<file path="src/rtl/rightshift_bridge_if.sv">
// Bundled-data channel pair seen by the right-shift bridge: the 4-phase input channel
// from the router stage and the 4-phase output channel toward the injection/ejection port.
interface rightshift_bridge_if #(
  parameter int WIDTH = 11
);
  logic             in_req;
  logic [WIDTH-1:0] in_data;
  logic             in_fill;
  logic             in_ack;
  logic             out_req;
  logic [WIDTH-1:0] out_data;
  logic             out_ack;

  modport slave (
    input  in_req, in_data, in_fill, out_ack,
    output in_ack, out_req, out_data
  );

  modport master (
    output in_req, in_data, in_fill, out_ack,
    input  in_ack, out_req, out_data
  );
endinterface

</file>
<file path="src/rtl/rightshift_bridge.sv">
// Restores the route bit consumed by the router's left-shift stage: each accepted flit is
// stored as {fill, data[WIDTH-1:1]} in a small FIFO and replayed on a 4-phase output channel.
module rightshift_bridge #(
  parameter int WIDTH       = 11,
  parameter int SYNC_STAGES = 2,
  parameter int DEPTH       = 2
) (
  input  logic               clk,
  input  logic               reset,
  rightshift_bridge_if.slave bus
);
  localparam int AW = (DEPTH > 1) ? $clog2(DEPTH) : 1;
  localparam int CW = $clog2(DEPTH + 1);

  localparam logic [0:0] I_IDLE  = 1'b0;
  localparam logic [0:0] I_ACK   = 1'b1;
  localparam logic [1:0] O_IDLE  = 2'd0;
  localparam logic [1:0] O_SETUP = 2'd1;
  localparam logic [1:0] O_WAIT  = 2'd2;
  localparam logic [1:0] O_RTZ   = 2'd3;

  logic [SYNC_STAGES-1:0] req_sync_q, ack_sync_q;
  logic                   req_s, ack_s;

  logic [0:0]       in_state_q, in_state_d;
  logic [1:0]       out_state_q, out_state_d;
  logic             in_ack_q, in_ack_d;
  logic             out_req_q, out_req_d;
  logic [WIDTH-1:0] out_data_q, out_data_d;

  logic [WIDTH-1:0] mem [DEPTH];
  logic [AW-1:0]    wr_ptr_q, wr_ptr_d;
  logic [AW-1:0]    rd_ptr_q, rd_ptr_d;
  logic [CW-1:0]    count_q, count_d;
  logic             push, pop, full, empty;

  always_ff @(posedge clk or posedge reset) begin
    if (reset) begin
      req_sync_q <= '0;
      ack_sync_q <= '0;
    end else begin
      req_sync_q <= {req_sync_q[SYNC_STAGES-2:0], bus.in_req};
      ack_sync_q <= {ack_sync_q[SYNC_STAGES-2:0], bus.out_ack};
    end
  end

  assign req_s = req_sync_q[SYNC_STAGES-1];
  assign ack_s = ack_sync_q[SYNC_STAGES-1];
  assign full  = (count_q == CW'(DEPTH));
  assign empty = (count_q == '0);

  always_comb begin
    out_state_d = out_state_q;
    out_req_d   = out_req_q;
    out_data_d  = out_data_q;
    in_state_d  = in_state_q;
    in_ack_d    = in_ack_q;
    push        = 1'b0;
    pop         = 1'b0;

    // Output side is decoded first so a pop can free the slot a same-edge push needs.
    case (out_state_q)
      O_IDLE: begin
        if (!empty) begin
          out_data_d  = mem[rd_ptr_q];
          out_state_d = O_SETUP;
        end
      end
      O_SETUP: begin
        out_req_d   = 1'b1;
        out_state_d = O_WAIT;
      end
      O_WAIT: begin
        if (ack_s) begin
          out_req_d   = 1'b0;
          pop         = 1'b1;
          out_state_d = O_RTZ;
        end
      end
      default: begin
        if (!ack_s) out_state_d = O_IDLE;
      end
    endcase

    case (in_state_q)
      I_IDLE: begin
        if (req_s && (!full || pop)) begin
          push       = 1'b1;
          in_ack_d   = 1'b1;
          in_state_d = I_ACK;
        end
      end
      default: begin
        if (!req_s) begin
          in_ack_d   = 1'b0;
          in_state_d = I_IDLE;
        end
      end
    endcase

    wr_ptr_d = push ? wr_ptr_q + AW'(1) : wr_ptr_q;
    rd_ptr_d = pop  ? rd_ptr_q + AW'(1) : rd_ptr_q;
    case ({push, pop})
      2'b10:   count_d = count_q + CW'(1);
      2'b01:   count_d = count_q - CW'(1);
      default: count_d = count_q;
    endcase
  end

  always_ff @(posedge clk or posedge reset) begin
    if (reset) begin
      in_state_q  <= I_IDLE;
      out_state_q <= O_IDLE;
      in_ack_q    <= 1'b0;
      out_req_q   <= 1'b0;
      out_data_q  <= '0;
      wr_ptr_q    <= '0;
      rd_ptr_q    <= '0;
      count_q     <= '0;
    end else begin
      in_state_q  <= in_state_d;
      out_state_q <= out_state_d;
      in_ack_q    <= in_ack_d;
      out_req_q   <= out_req_d;
      out_data_q  <= out_data_d;
      wr_ptr_q    <= wr_ptr_d;
      rd_ptr_q    <= rd_ptr_d;
      count_q     <= count_d;
    end
  end

  // Storage needs no reset: occupancy is tracked entirely by count_q.
  always_ff @(posedge clk) begin
    if (push) mem[wr_ptr_q] <= {bus.in_fill, bus.in_data[WIDTH-1:1]};
  end

  assign bus.in_ack   = in_ack_q;
  assign bus.out_req  = out_req_q;
  assign bus.out_data = out_data_q;
endmodule

</file>
<file path="src/flat_wrapper.sv">
// flat-port wrapper written by rule: the top's interface ports become plain ports
module rightshift_bridge_flat 
#(
  parameter int WIDTH       = 11,
  parameter int SYNC_STAGES = 2,
  parameter int DEPTH       = 2
)
  (clk, reset, bus_in_req, bus_in_data, bus_in_fill, bus_out_ack, bus_in_ack, bus_out_req, bus_out_data);
  rightshift_bridge_if #(.WIDTH(WIDTH)) bus_i ();
  input  logic clk;
  input  logic reset;
  input wire logic [$bits(bus_i.in_req)-1:0] bus_in_req;
  input wire logic [$bits(bus_i.in_data)-1:0] bus_in_data;
  input wire logic [$bits(bus_i.in_fill)-1:0] bus_in_fill;
  input wire logic [$bits(bus_i.out_ack)-1:0] bus_out_ack;
  output wire logic [$bits(bus_i.in_ack)-1:0] bus_in_ack;
  output wire logic [$bits(bus_i.out_req)-1:0] bus_out_req;
  output wire logic [$bits(bus_i.out_data)-1:0] bus_out_data;
  assign bus_i.in_req = bus_in_req;
  assign bus_i.in_data = bus_in_data;
  assign bus_i.in_fill = bus_in_fill;
  assign bus_i.out_ack = bus_out_ack;
  assign bus_in_ack = bus_i.in_ack;
  assign bus_out_req = bus_i.out_req;
  assign bus_out_data = bus_i.out_data;
  rightshift_bridge #(.WIDTH(WIDTH), .SYNC_STAGES(SYNC_STAGES), .DEPTH(DEPTH)) u_core (.clk(clk), .reset(reset), .bus(bus_i));
endmodule
</file>
<file path="config.mk">
export PLATFORM = sky130hd
export DESIGN_NAME = rightshift_bridge_flat
export DESIGN_NICKNAME = d
export VERILOG_FILES = /design/src/rtl/rightshift_bridge_if.sv /design/src/rtl/rightshift_bridge.sv /design/src/flat_wrapper.sv
export SDC_FILE = /design/constraint.sdc
export NUM_CORES = 1
export LEC_CHECK = 0
export CORE_MARGIN = 1.5
export CORE_UTILIZATION = 55
export DETAILED_ROUTE_END_ITERATION = 6
export PLACE_DENSITY_LB_ADDON = 0.2
export SKIP_CTS_REPAIR_TIMING = 1
export SLEW_MARGIN = 15
export SYNTH_ARGS = -nofsm -noshare
export SYNTH_HDL_FRONTEND = slang
export SYNTH_SLANG_ARGS = --single-unit
export TNS_END_PERCENT = 1
</file>
<file path="constraint.sdc">
create_clock -name clk -period 4.2 [get_ports clk]
set_clock_uncertainty 0.05 [all_clocks]
set_input_delay 0.63 -clock clk [delete_from_list [all_inputs] [get_ports clk]]
set_output_delay 0.63 -clock clk [all_outputs]
set_load 0.005 [all_outputs]
</file>
=== After elaboration in Yosys (flattened, before gate mapping) ===
Memories as Yosys holds them, arrays and structs flattened. A register that Yosys moved wholly into a read port is not among the register bits.
Index checks and enable logic that the tools add are counted.

* Memories kept: 1
* Output and inout port bits: 13
* Register bits: 13
* Memory bits (writable): 22
* Logic and storage cells: 54
* Input port bits: 16

{| class="wikitable"
|+ Memory list
! memory !! words !! bits a word !! rd ports !! clocked after memory_dff !! write ports !! line !! source
|-
| u_core.mem || 2 || 11 || 1 || 1 || 1 || rightshift_bridge.sv:31 || <nowiki>logic [WIDTH-1:0] mem [DEPTH];</nowiki>
|}

* Muxes and demuxes: 18
* Bitwise operators: 1
* Reductions and logical operators: 12
* $add $sub $neg: 4
* Equality and inequality tests: 9

{| class="wikitable"
|+ Operators with widths
! operator !! count
|-
| two-way mux 1 bit || 12
|-
| == test 2 bit, second input constant || 3
|-
| two-way mux 2 bit || 3
|-
| one-hot mux 2 bit (3 select lines) || 1
|-
| AND reduction 2 bit || 3
|-
| nonzero test 2 bit || 3
|-
| == test 2 x 1 -> 1 bit, second input constant || 2
|-
| zero test 2 bit || 2
|-
| != test 2 bit, second input constant || 2
|-
| != test 4 bit, second input constant || 1
|-
| one-hot mux 2 bit (2 select lines) || 1
|-
| AND reduction 3 bit || 1
|-
| adder 1 bit, second input constant || 2
|-
| adder 2 x 1 -> 2 bit, second input constant || 1
|-
| != test 2 x 1 -> 1 bit, second input constant || 1
|-
| one-hot mux 1 bit (2 select lines) || 1
|-
| subtractor 2 x 1 -> 2 bit, second input constant || 1
|-
| logical AND 1 bit || 1
|-
| zero test 1 bit || 1
|-
| logical OR 1 bit || 1
|-
| NOT 1 bit || 1
|}

=== Logic depth before layout (Yosys ltp) ===
* Word-level depth: 8
* Mapped depth: 8
* Gate-level depth less buffers: 8

=== Worst setup path before layout ===
No wires, ideal clock.

* Kind: reg-to-reg
* From: register u_core.out_state_q[0]
* To: memory u_core.mem[1][0], enable pin
* Data arrival time: 1744 ps
* Data required time: 3772 ps
* Slack: 2027 ps
* Path buffers: 0
* Period minus slack after synthesis: 2173 ps
* Setup time: 378 ps
* Stages on the path, launching flop included: 6
* Cell sequence: dfrtp_1 inv_1 ha_1 nand2_2 a311o_1 nor2_1

* Longest elaborated chain between the ends: 8

{| class="wikitable"
|+ RTL lines
! what !! line !! source
|-
| from (decl) || rightshift_bridge.sv:26 || <nowiki>logic [1:0] out_state_q, out_state_d;</nowiki>
|-
| from (signal assigned) || rightshift_bridge.sv:122 || <nowiki>out_state_q <= out_state_d;</nowiki>
|-
| == test 2 bit || rightshift_bridge.sv:62 || <nowiki>case (out_state_q)</nowiki>
|-
| two-way mux 1 bit || rightshift_bridge.sv:62 ||
|-
| logical OR 1 bit || rightshift_bridge.sv:87 || <nowiki>if (req_s && (!full || pop)) begin</nowiki>
|-
| logical AND 1 bit || rightshift_bridge.sv:87 ||
|-
| two-way mux 1 bit || rightshift_bridge.sv:87 ||
|-
| two-way mux 1 bit || rightshift_bridge.sv:85 || <nowiki>case (in_state_q)</nowiki>
|-
| two-way mux 1 bit || rightshift_bridge.sv:134 || <nowiki>if (push) mem[wr_ptr_q] <= {bus.in_fill, bus.in_data[WIDTH-1:1]};</nowiki>
|-
| two-way mux 1 bit (implied by the code) || rightshift_bridge.sv:134 ||
|-
| to (decl) || rightshift_bridge.sv:31 ||
|}

Every way passes these cells.

=== Worst setup path in the final report ===
* From: register u_core.out_state_q[0]
* To: memory u_core.mem[1][10], enable pin

Same word-level chain as after synthesis.

==> results.ini <==
[run_status]
status=complete, no violations

[cells_and_area]
fin_cells=196
syn2layout_area_growth_pct=22.4
fin_nets=172
drive_gt1_frac=0.0592
diodes=0

[critical_path]
worstPathMaxFanout=11
rrSetupSlack_ns=1.64
worstPathArrival_ns=2.50
end_kind=flop
max_stage_delay_ns=0.75
ff2ff_path_depth=5
r2r_start=u_core.out_state_q[0]$_DFFE_PP0P_
regToRegEndpoint=u_core.mem[1][10]$_DFFE_PP_
cp_cell_sequence=inv_1 -> ha_1 -> nand2_2 -> a311o_1 -> nor2_1
crit_type=reg -> reg
slowest_stage=nor2_1
required_ns=4.14
cp-start-kind=flop

[clock_tree]
cts_root_buf=clkbuf_4
cts_max_level=2
cts_buffer_depth=2
path_clk_slew_ns=0.13
clock-sinks=46
cts_made_buffers=5
clock_latency_ns=0.36
cts_tree=yes

[logic_synthesis]
yosys-top-cells-count=dfrtp_1 (24), edfxtp_1 (22), mux2i_1 (11), nand2_1 (11), o21ai_0 (11)
synth_edf_count=22
synthArstFlopShare=0.522
synth_nets=140
ys_seq_area_frac=0.725
ys_ff_latch=46
synth_top_family_by_area=compound AO/OA/AOI/OAI gates
synth_top_area_frac=0.380
ys.flop_type=dfrtp_1
yosys.area_share.simple=0.0453
yosysMostFrequentCell=dfrtp_1
synth-compound-area-share=0.0698
ys_warn_count=0
synthTopCellsByArea=edfxtp_1 (38%), dfrtp_1 (35%), mux2i_1 (6.3%), ha_1 (3.6%), o21ai_0 (3.2%)
syn-mean-instance-area_um2=14.6
synth_cell_type_count=23
yosys.area_share.xor_xnor=0.0252
synth_area_leader_cell=edfxtp_1
syn_area_um2=1740
synthMuxAreaShare=0.0698
synth_cells=119
synth_fa_ha_area_frac=0.0360

[sta]
whs_ns=0.315
setup_viol=0
maxSlewViolCount=0
min_period_ns=2.56
rsz0062_at_grt=no
worst_slew_pin_slew_ns=0.947
slew_headroom=0.366
setup_tns_ns=0
timing.final.hold_violations=0
clock.fmax_mhz=391
finalCritPeriodShare=0.610

[routing]
drt-initial-drc-count=28
routed_wl_mm=2.61
vias=989
drtAntennaViolNets=0
detail_route.wl_per_cell_um=13.3
drtPass1Iterations=4
viasPerCell=5.05
drc_errors=0

[placed_design]
gp_congestion=0.700
port_buffers=27
hpwl_mm=1.82
placedCellCount=188

[floorplanning]
start_util=0.574
io_pins=29
die-area_um2=3510
die_y_um=59.2
core_um2=3030
placementRows=20
chipWidth_um=59.2

[global_routing]
globalRouteOverflowTotal=0
grt_pass1_wl_mm=4.21
grt_max_degree=25
grt_pass1_vias=943
grt_usage=0.175
antenna_found_initial=0

[power]
ir_drop_v=0.000301
p_leak_uw=0.000884
powerDensity_nw_per_um2=660

[flow_run]
maxCapViolCount=0

[min_path]
hold_class=reg -> reg
min_from=u_core.req_sync_q[0]$_DFF_PP0_
hold_depth=0
min_to=u_core.req_sync_q[1]$_DFF_PP0_

## critical path: cells and delay by family, from the launching register on
kind / cells / cell delay (ns)
simple gates: 2 / 0.88
compound gates: 1 / 0.45
buf+inv: 1 / 0.10
flops: 1 / 0.42
fa+ha+maj: 1 / 0.27
## where the power goes
group	leakage (µW)	total [µW]	internal [µW]	switching, µW
Combinational	0.000357	459	255	204
Clock	0.0000377	238	103	135
Sequential	0.000490	708	608	99.7
## registers in the layout, summed over array words and instances, names as in the netlist, 2 cells and up
name / cells
u_core.mem: 22
u_core.ack_sync_q: 2
u_core.out_state_q: 2
u_core.bus.out_data: 11
u_core.req_sync_q: 2
u_core.count_q: 2
## final cells by class
cell class / count / area (µm²)
Clock buffer: 8 / 70.1
Sequential cell: 46 / 1260
Inverter: 10 / 37.5
Timing Repair Buffer: 28 / 278
Multi-Input combinational cell: 60 / 428
Fill cell: 211 / 898
Tap cell: 44 / 55.1
## per-stage QoR
stage          worst slack, ns  total power [µW]  instance area [µm²]   util
6_report                  1.64              1400                 2130  0.703
5_1_grt                   1.45              1500                 2130  0.703
4_1_cts                   1.62              1420                 2130  0.703
3_5_place_dp              1.66              1180                 2060  0.680
3_3_place_gp              1.73              1150                 2060  0.680
2_1_floorplan             2.03               976                 1740      -
## worst max-delay path by stage
stage	from	endpoint	slack, ns
after detailed placement	u_core.out_state_q[0]$_DFFE_PP0P_	u_core.mem[1][7]$_DFFE_PP_	1.66
after floorplan	u_core.out_state_q[0]$_DFFE_PP0P_	u_core.mem[1][0]$_DFFE_PP_	2.03
after CTS	u_core.out_state_q[0]$_DFFE_PP0P_	u_core.mem[1][10]$_DFFE_PP_	1.62
after global placement	u_core.out_state_q[0]$_DFFE_PP0P_	u_core.mem[0][7]$_DFFE_PP_	1.73
after global routing	u_core.out_state_q[0]$_DFFE_PP0P_	u_core.mem[0][10]$_DFFE_PP_	1.45
final	u_core.out_state_q[0]$_DFFE_PP0P_	u_core.mem[1][10]$_DFFE_PP_	1.64
## cell families after synthesis
| kind of cell | count (synthesis) |
|---|---|
| DFF | 46 |
| AOI/OAI and AO/OA | 19 |
| and+or+nand+nor | 19 |
| buffers and inverters | 13 |
| muxes | 12 |
| xor gates and xnor gates | 5 |
| adders and majority gates | 5 |
## metal layers
layer,track usage,wire length (µm),vias up,share of wire
li1,-,-,484,-
met1,0.179,1010,476,0.39
met2,0.294,1420,21,0.54
met3,0.0546,112,8,0.043
met4,0.136,76,0,0.029
met5,0,0,-,0
## cell usage in the layout, fill, tap and decap left out, types with 2 or more instances in the layout
cell	n
inv_1	10
ha_1	5
edfxtp_1	22
xnor2_1	4
nor2_1	6
o21ai_0	11
clkdlybuf4s50_1	27
nand2_1	11
mux2i_1	11
dfrtp_1	24
clkbuf_1	2
clkbuf_4	5
(Power assumes the default switching activity.)
==> RTL change 1: new RTL, config.mk and constraints unchanged <==
`WIDTH` is set to 11 in 3 places; all go to 22.
--- a/src/rtl/rightshift_bridge_if.sv
+++ b/src/rtl/rightshift_bridge_if.sv
@@ -3,3 +3,3 @@
 interface rightshift_bridge_if #(
-  parameter int WIDTH = 11
+  parameter int WIDTH = 22
 );
--- a/src/rtl/rightshift_bridge.sv
+++ b/src/rtl/rightshift_bridge.sv
@@ -3,3 +3,3 @@
 module rightshift_bridge #(
-  parameter int WIDTH       = 11,
+  parameter int WIDTH       = 22,
   parameter int SYNC_STAGES = 2,
--- a/src/flat_wrapper.sv
+++ b/src/flat_wrapper.sv
@@ -3,3 +3,3 @@
 #(
-  parameter int WIDTH       = 11,
+  parameter int WIDTH       = 22,
   parameter int SYNC_STAGES = 2,
Interface: changed (resized bus_in_data and bus_out_data); port bits go from 29 to 51. No check against the original RTL was run, so the function may have changed too.
==> RTL change 1 against the original RTL <==
Via count increased by 67%; sequential cell count up 33; synthesized area is 69% higher; first-iteration DRC count rose to 5.2 times the old value; cell area up 74%; setup slack lost 0.15 ns; total power up 81%; routed wire length increased by 84%; combinational power up 79%; critical path type unchanged.
==> RTL change 1: results (changes against the original RTL) <==
status: finished clean (unchanged)
Area contributors post-synth: edfxtp_1 (45%), dfrtp_1 (30%), mux2i_1 (7.5%) (was edfxtp_1 (38%), dfrtp_1 (35%), mux2i_1 (6.3%))
Clock Tree Root: clkbuf_8 (was clkbuf_4)
first-pass GRT wire length: 8000 um (was 4210 um)
initial antenna violation count: 0 (unchanged)
post-synth cell types: 24 (was 23)
Top reg by flops: u_core.mem (unchanged)
max cap viols: 0 (unchanged)
max reg flops: 44 (was 22)
relative slew slack: 0.263 (was 0.366)
vias per cell: 5.15 (was 5.05)
commonest cells in the netlist: edfxtp_1 (44), dfrtp_1 (35), mux2i_1 (22), nand2_1 (22), o21ai_0 (22) (was dfrtp_1 (24), edfxtp_1 (22), mux2i_1 (11), nand2_1 (11), o21ai_0 (11))
Peak supply drop: 0.359 mV (was 0.301 mV)
sequential share of the synthesized area: 0.747 (was 0.725)
met3 wire length: 157 um (was 112 um)
EDFF count, synth: 44 (was 22)
post-place instance area: 0.00351 mm2 (was 0.00206 mm2)
number of detailed-route iterations in the first pass: 4 (unchanged)
met1 WL: 2020 um (was 1010 um)
placed cell count: 304 (was 188)
LEAKAGE: 0.00150 uW (was 0.000884 uW)
Layout Cells excl Fill: 320 (was 196)
async set or reset register ratio after synthesis: 0.443 (was 0.522)
IO Port Bufs: 49 (was 27)
synthesized area per cell: 15.5 um2 (was 14.6 um2)
DPL Wire Length: 2950 um (was 1820 um)
max layer used: met4 (unchanged)
Mapped Nets: 222 (was 140)
H-tree depth: 3 (was 2)
ys flop type: edfxtp_1 (was dfrtp_1)
nets: 277 (was 172)
later-pin clock latency in the skew report: 0.35 ns
total track usage: 0.184 (was 0.175)
number of global-route vias before repair: 1702 (was 943)
Reg clk slew, reported paths: 0.08 ns (was 0.13 ns)
largest net degree at the start of global routing: 36 (was 25)
Placer Congestion: 0.696 (was 0.700)
Worst Path Max Fanout: 22 (was 11)
CTS Buf Count: 9 (was 5)
net switching power: 780 uW (was 439 uW)
initial DRC count: 145 (was 28)
fraction of layout cells with a size suffix above 1: 0.112 (was 0.0592)
routed length per instance: 15.0 um (was 13.3 um)
WL met2: 2520 um (was 1420 um)
combinational power share: 0.323 (was 0.327)
pre-CTS setup slack: 1.46 ns (was 1.66 ns)
-- RTL change 1: critical path, cell delays in order (launching register included) --
cell,delay [ns]
dfrtp_1,0.40
inv_1,0.10
ha_1,0.30
nand2_2,0.14
a311o_4,0.48
nor2_2,0.85
-- RTL change 1: power by group through the flow --
stage                     Sequential (uW)  Clock, uW  Combinational, uW
final                                1170        558                821
after global placement               1170          0                796
after global routing                 1190        597                918
after CTS                            1170        561                835
after detailed placement             1180          0                825
after floorplan                      1160          0                481
-- RTL change 1: per-layer routing --
layer  vias to the layer above  track usage
met5                         -            0
met4                         0       0.0944
met3                        11       0.0455
met2                        41        0.311
met1                       812        0.220
li1                        785            -
-- RTL change 1: cell families (layout without fill, tap and decap cells) --
| kind of cell | count (synthesis) | in the layout | synth area share |
|---|---|---|---|
| AO/OA/AOI/OAI | 30 | 30 | 0.0689 |
| flip-flops | 79 | 79 | 0.747 |
| XOR/XNOR | 5 | 5 | 0.0175 |
| adder cells (fa/ha/maj) | 5 | 5 | 0.0213 |
| AND/OR/NAND/NOR | 30 | 30 | 0.0409 |
| multiplexers | 23 | 23 | 0.0787 |
| buffers and inverters | 18 | 78 | 0.0255 |
-- RTL change 1: final timing paths --
check | start | to | slack [ns] | depth (start not counted)
worst max-delay path | u_core.out_state_q[0] | u_core.mem[0][20] | 1.48 | 5
worst min-delay path | u_core.req_sync_q[0] | u_core.req_sync_q[1] | 0.32 | 0
worst max register to register | u_core.out_state_q[0] | u_core.mem[0][20] | 1.48 | 5
worst min register to register | u_core.req_sync_q[0] | u_core.req_sync_q[1] | 0.32 | 0
max in group asynchronous | reset | u_core.in_state_q | 3.14 | 3
min in group asynchronous | reset | u_core.bus.out_data[9] | 0.64 | 3
-- RTL change 1: stage by stage --
stage,utilization,hold WS (ns)
3_5_place_dp,0.683,0.293
5_1_grt,0.722,0.329
6_report,0.722,0.318
4_1_cts,0.721,0.320
3_3_place_gp,0.683,0.305
2_1_floorplan,-,0.281
-- RTL change 1: area by class of cell --
cell class	instances	area (um2)
Timing Repair Buffer	52	513
Sequential cell	79	2200
Tap cell	70	87.6
Multi-Input combinational cell	93	678
Clock inverter	5	56.3
Fill cell	360	1430
Inverter	10	37.5
Clock buffer	11	141
==> RTL change 2: new RTL, same settings <==
Without the edit above. `out_data_q` no longer has a reset.
--- a/src/rtl/rightshift_bridge.sv
+++ b/src/rtl/rightshift_bridge.sv
@@ -115,3 +115,2 @@
       out_req_q   <= 1'b0;
-      out_data_q  <= '0;
       wr_ptr_q    <= '0;
@@ -124,3 +123,2 @@
       out_req_q   <= out_req_d;
-      out_data_q  <= out_data_d;
       wr_ptr_q    <= wr_ptr_d;
@@ -129,2 +127,6 @@
     end
+  end
+
+  always_ff @(posedge clk) begin
+    out_data_q <= out_data_d;
   end
Formal check against the unedited RTL: differs if reset is asserted again (counterexample within 10 cycles, from zero or initial values and one cycle with reset high); with reset held inactive, the same outputs for 10 cycles.
==> RTL change 2 against the original RTL <==
Sequential cell count is the same; cell area shrank 1.4%; combinational power fell by 14%; critical path depth unchanged; global-route usage decreased by 0.54 points; synthesized area shrank 0.58%; count of clock-buffer cells in the layout fell by 2; sequential power rose by 1%; synthesized cell count is 20% lower; setup slack got worse by 0.049 ns; maximum frequency fell by 1.9%; routed wire length fell by 4.0%; total power down 7.5%; largest power group unchanged.
==> RTL change 2: results (changes against the original RTL) <==
status: finished clean (unchanged)
WP data arrival: 2.53 ns (was 2.50 ns)
WL met2: 1320 um (was 1420 um)
fraction of layout cells with a size suffix above 1: 0.178 (was 0.0592)
met3 wire length: 82 um (was 112 um)
Placer Congestion: 0.732 (was 0.700)
post-synth cell types: 20 (was 23)
minimum hold slack: 0.312 ns (was 0.315 ns)
switch share: 0.287 (was 0.312)
CP Capture Point: u_core.mem[0][6] (was u_core.mem[1][10])
fillers: 219 (was 211)
total power: 1300 uW (was 1400 uW)
EDFF count, synth: 33 (was 22)
first-pass GRT wire length: 4100 um (was 4210 um)
GR Layer Usage met2: 0.286 (was 0.294)
Area contributors post-synth: edfxtp_1 (57%), dfrtp_1 (19%), mux2_2 (7.8%) (was edfxtp_1 (38%), dfrtp_1 (35%), mux2i_1 (6.3%))
Fmax: 383 MHz (was 391 MHz)
total track usage: 0.170 (was 0.175)
routed length per instance: 14.5 um (was 13.3 um)
placed cell count: 165 (was 188)
sequential share of the synthesized area: 0.761 (was 0.725)
async set or reset register ratio after synthesis: 0.283 (was 0.522)
Adder-Cell Fraction of Synth Area: 0.0362 (was 0.0360)
Vias: 844 (was 989)
Post-Syn Instances: 95 (was 119)
Synth Area in XOR/XNOR: 0.0297 (was 0.0252)
complex-gate fraction of the synthesized area: 0.0449 (was 0.0698)
met1 WL: 1070 um (was 1010 um)
Reg clk slew, reported paths: 0.11 ns (was 0.13 ns)
LEAKAGE: 0.000792 uW (was 0.000884 uW)
later-pin clock latency in the skew report: 0.34 ns (was 0.36 ns)
Mapped Nets: 116 (was 140)
commonest cells in the netlist: edfxtp_1 (33), dfrtp_1 (13), mux2_2 (12) (was dfrtp_1 (24), edfxtp_1 (22), mux2i_1 (11), nand2_1 (11), o21ai_0 (11))
-- RTL change 2: cell count changes after synthesis, moves of 2 or more --
| cell | change |
|---|---|
| dfrtp_1 | -11 |
| edfxtp_1 | +11 |
| mux2_2 | +11 |
| mux2i_1 | -11 |
| nand2_1 | -11 |
| o21ai_0 | -11 |
| clkbuf_1 | -2 |
-- RTL change 2: area by class of cell --
type | count | area [um2] | area share
Multi-Input combinational cell | 38 | 370 | 0.176
Timing Repair Buffer | 27 | 270 | 0.129
Clock inverter | 2 | 8.76 | 0.00417
Tap cell | 44 | 55.1 | 0.0262
Inverter | 10 | 37.5 | 0.0179
Sequential cell | 46 | 1320 | 0.627
Clock buffer | 6 | 41.3 | 0.0197
-- RTL change 2: worst register-to-register path, stage by stage (launching register included) --
cell	delay, ns
dfrtp_1	0.43
inv_1	0.12
ha_1	0.29
nand2_2	0.13
a311o_4	0.46
nor2_1	0.76
